==> src/rtl/irq_ctl.sv <==
// Programmable interrupt controller: latches source edges, masks and prioritises them, and
// drives the core's irq/iack handshake; registers are reached over the coprocessor bus.
module irq_ctl #(
    parameter int unsigned N_SRC     = 8,
    parameter logic [31:0] BASE_ADDR = 32'h0000_1000,
    parameter logic [3:0]  SW_CODE   = 4'd10,
    parameter logic [3:0]  LW_CODE   = 4'd4
) (
    input  logic             clk,
    input  logic             rst,
    input  logic [N_SRC-1:0] src_i,
    input  logic [31:0]      cop_addr_i,
    input  logic [31:0]      cop_data_i,
    input  logic [3:0]       cop_mem_ctl_i,
    output logic [31:0]      cop_dout_o,
    output logic             irq_o,
    output logic [31:0]      irq_addr_o,
    input  logic             iack_i
);

    localparam logic [1:0] S_IDLE    = 2'd0;
    localparam logic [1:0] S_REQ     = 2'd1;
    localparam logic [1:0] S_SERVICE = 2'd2;

    localparam logic [2:0] R_STATUS = 3'd0;
    localparam logic [2:0] R_PEND   = 3'd1;
    localparam logic [2:0] R_MASK   = 3'd2;
    localparam logic [2:0] R_CTRL   = 3'd3;
    localparam logic [2:0] R_CAUSE  = 3'd4;
    localparam logic [2:0] R_VBASE  = 3'd5;
    localparam logic [2:0] R_EOI    = 3'd6;

    logic [1:0]       state;
    logic [N_SRC-1:0] pend, mask, src_q;
    logic             gie;
    logic [31:0]      vbase;
    logic             cause_v;
    logic [4:0]       cause_idx;
    logic [4:0]       idx;
    logic             iack_q;

    logic             sel, wr_en, rd_en, ack, ack_take, eoi, still_valid, win_any;
    logic [2:0]       reg_off;
    logic [N_SRC-1:0] rise, active, w1c, mask_nxt, pend_set, pend_nxt, idx_oh;
    logic             gie_nxt;
    logic [31:0]      vbase_nxt, rd_data;
    logic [4:0]       win_idx;
    logic             unused_addr_bits;

    assign unused_addr_bits = ^cop_addr_i[1:0];

    assign sel     = (cop_addr_i[31:5] == BASE_ADDR[31:5]);
    assign wr_en   = sel && (cop_mem_ctl_i == SW_CODE);
    assign rd_en   = sel && (cop_mem_ctl_i == LW_CODE);
    assign reg_off = cop_addr_i[4:2];
    assign rise    = src_i & ~src_q;
    assign active  = pend & mask;
    assign win_any = |active;
    assign ack     = iack_i & ~iack_q;

    always_comb begin
        mask_nxt  = mask;
        gie_nxt   = gie;
        vbase_nxt = vbase;
        w1c       = '0;
        eoi       = 1'b0;
        if (wr_en) begin
            case (reg_off)
                R_PEND:  w1c       = cop_data_i[N_SRC-1:0];
                R_MASK:  mask_nxt  = cop_data_i[N_SRC-1:0];
                R_CTRL:  gie_nxt   = cop_data_i[0];
                R_VBASE: vbase_nxt = cop_data_i;
                R_EOI:   eoi       = 1'b1;
                default: ;
            endcase
        end
    end

    // A new edge beats a software clear of the same bit; the acknowledge clear beats both.
    assign pend_set = (pend & ~w1c) | rise;
    assign ack_take = (state == S_REQ) && ack;
    assign pend_nxt = ack_take ? (pend_set & ~idx_oh) : pend_set;

    always_comb begin
        win_idx = '0;
        for (int unsigned i = N_SRC; i > 0; i--) begin
            if (active[i-1]) win_idx = 5'(i - 1);
        end
    end

    always_comb begin
        idx_oh = '0;
        for (int unsigned i = 0; i < N_SRC; i++) begin
            idx_oh[i] = (idx == 5'(i));
        end
    end

    // Withdrawal looks at the values this edge will commit, so a masking write drops irq_o at once.
    assign still_valid = gie_nxt && |(pend_set & mask_nxt & idx_oh);

    always_comb begin
        rd_data = '0;
        case (reg_off)
            R_STATUS: rd_data = 32'(active);
            R_PEND:   rd_data = 32'(pend);
            R_MASK:   rd_data = 32'(mask);
            R_CTRL:   rd_data = {31'd0, gie};
            R_CAUSE:  rd_data = {cause_v, 26'd0, cause_idx};
            R_VBASE:  rd_data = vbase;
            default:  rd_data = '0;
        endcase
    end

    always_ff @(posedge clk) begin
        if (!rst) begin
            state      <= S_IDLE;
            pend       <= '0;
            mask       <= '0;
            src_q      <= '0;
            gie        <= 1'b0;
            vbase      <= '0;
            cause_v    <= 1'b0;
            cause_idx  <= '0;
            idx        <= '0;
            iack_q     <= 1'b0;
            irq_o      <= 1'b0;
            irq_addr_o <= '0;
            cop_dout_o <= '0;
        end else begin
            src_q      <= src_i;
            iack_q     <= iack_i;
            mask       <= mask_nxt;
            gie        <= gie_nxt;
            vbase      <= vbase_nxt;
            pend       <= pend_nxt;
            cop_dout_o <= rd_en ? rd_data : '0;
            case (state)
                S_IDLE: begin
                    if (gie && win_any) begin
                        state      <= S_REQ;
                        idx        <= win_idx;
                        irq_o      <= 1'b1;
                        irq_addr_o <= vbase + {23'd0, win_idx, 4'd0};
                    end
                end
                S_REQ: begin
                    if (ack) begin
                        cause_v   <= 1'b1;
                        cause_idx <= idx;
                        state     <= S_SERVICE;
                        irq_o     <= 1'b0;
                    end else if (!still_valid) begin
                        state <= S_IDLE;
                        irq_o <= 1'b0;
                    end
                end
                S_SERVICE: begin
                    if (eoi) begin
                        cause_v <= 1'b0;
                        state   <= S_IDLE;
                    end
                end
                default: begin
                    state <= S_IDLE;
                    irq_o <= 1'b0;
                end
            endcase
        end
    end

endmodule

==> config.mk <==
export PLATFORM = sky130hd
export DESIGN_NAME = irq_ctl
export DESIGN_NICKNAME = d
export VERILOG_FILES = /design/src/rtl/irq_ctl.sv
export SDC_FILE = /design/constraint.sdc
export NUM_CORES = 1
export LEC_CHECK = 0
export CAP_MARGIN = 25
export CELL_PAD_IN_SITES_DETAIL_PLACEMENT = 2
export CELL_PAD_IN_SITES_GLOBAL_PLACEMENT = 2
export CORE_MARGIN = 10
export CORE_UTILIZATION = 32
export CTS_BUF_LIST = sky130_fd_sc_hd__clkbuf_8
export CTS_CLUSTER_DIAMETER = 150
export DETAILED_ROUTE_END_ITERATION = 8
export HOLD_SLACK_MARGIN = 0.03
export PLACE_DENSITY = 0.93
export SLEW_MARGIN = 20
export SYNTH_ARGS = -nofsm -noshare
export SYNTH_HDL_FRONTEND = slang
export SYNTH_SLANG_ARGS = --single-unit
==> constraint.sdc <==
create_clock -name clk -period 6 [get_ports clk]
set_input_delay 0.6 -clock clk [delete_from_list [all_inputs] [get_ports clk]]
set_output_delay 0.6 -clock clk [all_outputs]
set_load 0.1 [all_outputs]
==> qor.yml <==
die_x_um: 152
drv_cap: 0
slew_headroom_pct: 28.5
power.switching_mw: 0.472
cpMaxStageDelayCell: "clkdlybuf4s50_1"
path_common_cell: "buf_2"
clk_pin_slew_worst_paths_ps: 90
cts_buffers: 17
worstRegToRegCells: 11
setup_viol: 0
cts_resized: 0
clockBufferDepth: 2
synthCells: 651
place_congestion: 0.880
synth_area_um2: 5570
start_kind: "input port"
syn_to_final_growth_pct: 35.6
crit_arrival_ps: 4140
power.density_nw_per_um2: 233
grt_pass1_vias: 6298
synth_top_area_share_pct: 47.4
core_area_um2: 17200
drive_gt1_share_pct: 7.70
path_class: "input port to flip-flop"
synth_edf_count: 0
yosysSeqAreaShare_pct: 47.4
max_stage_delay_ps: 840
clock_latency_ps: 470
dp_hpwl_um: 16500
synth_cell_type_count: 60
cts_max_level: 4
ys_ff_latch: 132
p_int_mw: 1.29
drt_pass1_iterations: 4
p_clk_share_pct: 43.5
max_freq_ghz: 0.265
drcViolationCount: 0
syn_nets: 734
layout.nets: 862
hold_class: "flip-flop to flip-flop"
rsz0062_at_grt: "no"
grt_pass1_wl_um: 38500
synth_ff_type: "dfxtp_1"
grtUsageTotal_pct: 20.8
drt-initial-drc-count: 248
fin_crit_sh_pct: 63.0
vias: 5428
clock_skew_ps: 13.9
final_max_slew_viol_count: 0
status: "finished clean"
cts-root-buf: "clkbuf_8"
clock-sinks: 132
seq_power_share_pct: 50.5
overflow: 0
portBuffers: 141
p_leak_nw: 2.50
worstPathMaxFanout: 23
die_y_um: 152
fin_setup_tns_ps: 0
wirelength_um: 24400
yosysTopAreaCell: "dfxtp_1"
die-area_um2: 23100
cts-hold-fix-buffers: 0
ant_nets: 0
antenna_found_initial: 0
path_buf_inv: 3
path_cells: "clkdlybuf4s50_1, nor3b_1, nor4b_2, buf_2, buf_2, mux2i_1, o32ai_1, or4_1, a32o_1"
critPathTopFamily: "simple AND/OR/NAND/NOR gates"
ys_top_cells_by_area: "dfxtp_1, nand2_1, a21oi_1, and2_1, nor2_1"
fin_crit_ps: 3780
endpoint_kind: "flip-flop"
io_pins: 144
hold-path-cell-count: 2
cts_tree: "done"
hold_violations: 0
critical_path_depth: 9
p_comb_share_pct: 6.0
grt_max_degree: 80
wl_per_cell_um: 24.0
syn_area_per_cell_um2: 8.56
irDropWorstVdd_mv: 0.104
worstMarginPinSlew_ps: 1070
critPathRequiredTime_ps: 6360
finalPower_mw: 1.76
switching_share_pct: 26.8
yosysWarnings: 0
multi_input_area_um2: 2770
via_per_inst: 5.34
start_util_pct: 32.4
seqCellArea_um2: 2640
diodes: 0
synthArstFlopShare_pct: 0
fillers: 1849
core.rowCount: 48
cts_setup_buffers: 0
[path summary, 6_finish.rpt]
| kind | from | slack [ps] | to |
|---|---|---|---|
| worst min-delay path | irq_addr_o[10] | 500 | irq_addr_o[10] |
| worst max-delay path | cop_addr_i[2] | 2220 | state[0] |
| worst min register to register | irq_addr_o[10] | 500 | irq_addr_o[10] |
| worst max register to register | pend[5] | 2230 | irq_addr_o[29] |
[cells in the mapped netlist (5+ instances only)]
cell,instances
nor3_1,9
mux2i_1,12
nor2_1,57
xnor2_1,14
clkbuf_1,32
nor2b_1,10
xor2_1,12
nor4_1,10
nand3_1,14
a211oi_1,19
nand4_1,5
nand2_1,114
nand2b_1,13
and2_1,35
a21oi_1,64
o21ai_0,12
dfxtp_1,132
and3_1,5
[cells in the final DEF, fill, tap and decap left out, types with 4 or more instances in the layout]
master,Yosys,layout
a22oi_1,4,4
or3_1,4,4
nand3_1,14,14
nor4_1,10,10
o211ai_1,4,4
a211oi_1,19,19
nor3b_1,4,4
dfxtp_1,132,132
buf_4,0,4
a21oi_1,64,64
nor3_1,9,9
nor2_1,57,56
clkdlybuf4s50_1,0,141
nand4_1,5,5
nand2b_1,13,13
xnor2_1,14,14
and2_1,35,34
clkbuf_8,0,18
clkinvlp_4,0,4
xor2_1,12,12
and3_1,5,5
o21ai_0,12,12
inv_6,0,7
nand2_1,114,114
mux2i_1,12,12
nor2b_1,10,10
[sequential cells by signal, summed over array words and instances, names as in the netlist]
register / flops
cop_dout_o: 32
vbase: 32
irq_o: 1
irq_addr_o: 32
mask: 8
pend: 8
state: 2
iack_q: 1
cause_idx: 3
cause_v: 1
src_q: 8
idx: 3
gie: 1
[power groups by stage]
stage | clock network (mW) | logic [mW] | registers, mW
2_1_floorplan | 0 | 0.0340 | 0.907
5_1_grt | 0.820 | 0.112 | 0.891
3_5_place_dp | 0 | 0.102 | 0.910
3_3_place_gp | 0 | 0.0964 | 0.909
6_report | 0.767 | 0.105 | 0.890
4_1_cts | 0.780 | 0.105 | 0.890
[worst register-to-register path, delay by kind of cell, from the launching register on]
kind	cells	cell delay, ps
adders and majority gates	1	290
AOI/OAI and AO/OA	6	1420
DFF	1	380
and+or+nand+nor	3	1330
xor gates and xnor gates	1	210
[metrics by stage]
| stage | cells | util, % | hold slack (ps) | setup slack [ps] | cell area (um^2) |
|---|---|---|---|---|---|
| final | 1017 | 44.0 | 504 | 2220 | 7550 |
| after global routing | 1017 | 44.0 | 529 | 1940 | 7550 |
| after CTS | 1016 | 43.9 | 504 | 2270 | 7550 |
| after detailed placement | 984 | 41.7 | 452 | 1820 | 7160 |
| after global placement | 982 | 41.6 | 451 | 1510 | 7150 |
| after floorplan | 651 | - | 442 | 3050 | 5570 |
[area by class of cell]
type / count / share of cell area (%)
Tap cell: 225 / 3.73
Inverter: 4 / 0.199
Sequential cell: 132 / 35.0
Clock buffer: 18 / 3.28
Timing Repair Buffer: 148 / 19.3
Multi-Input combinational cell: 476 / 36.7
Clock inverter: 14 / 1.87
[layer usage]
layer	global-route usage (%)	share of wire [%]	vias up
met4	8.57	2.6	0
met2	36.5	51	179
met1	23.4	41	2705
li1	-	-	2498
met5	0	0	-
met3	5.28	5.3	46
[cells by family after synthesis]
family	count (synthesis)	share of synthesized area (%)
flip-flops	132	47.4
multiplexers	15	2.76
adder cells (fa/ha/maj)	4	1.03
AO/OA/AOI/OAI	128	14.5
AND/OR/NAND/NOR	303	27.1
buffers and inverters	43	3.08
XOR/XNOR	26	4.09
Power figures use the tool's default switching activity.
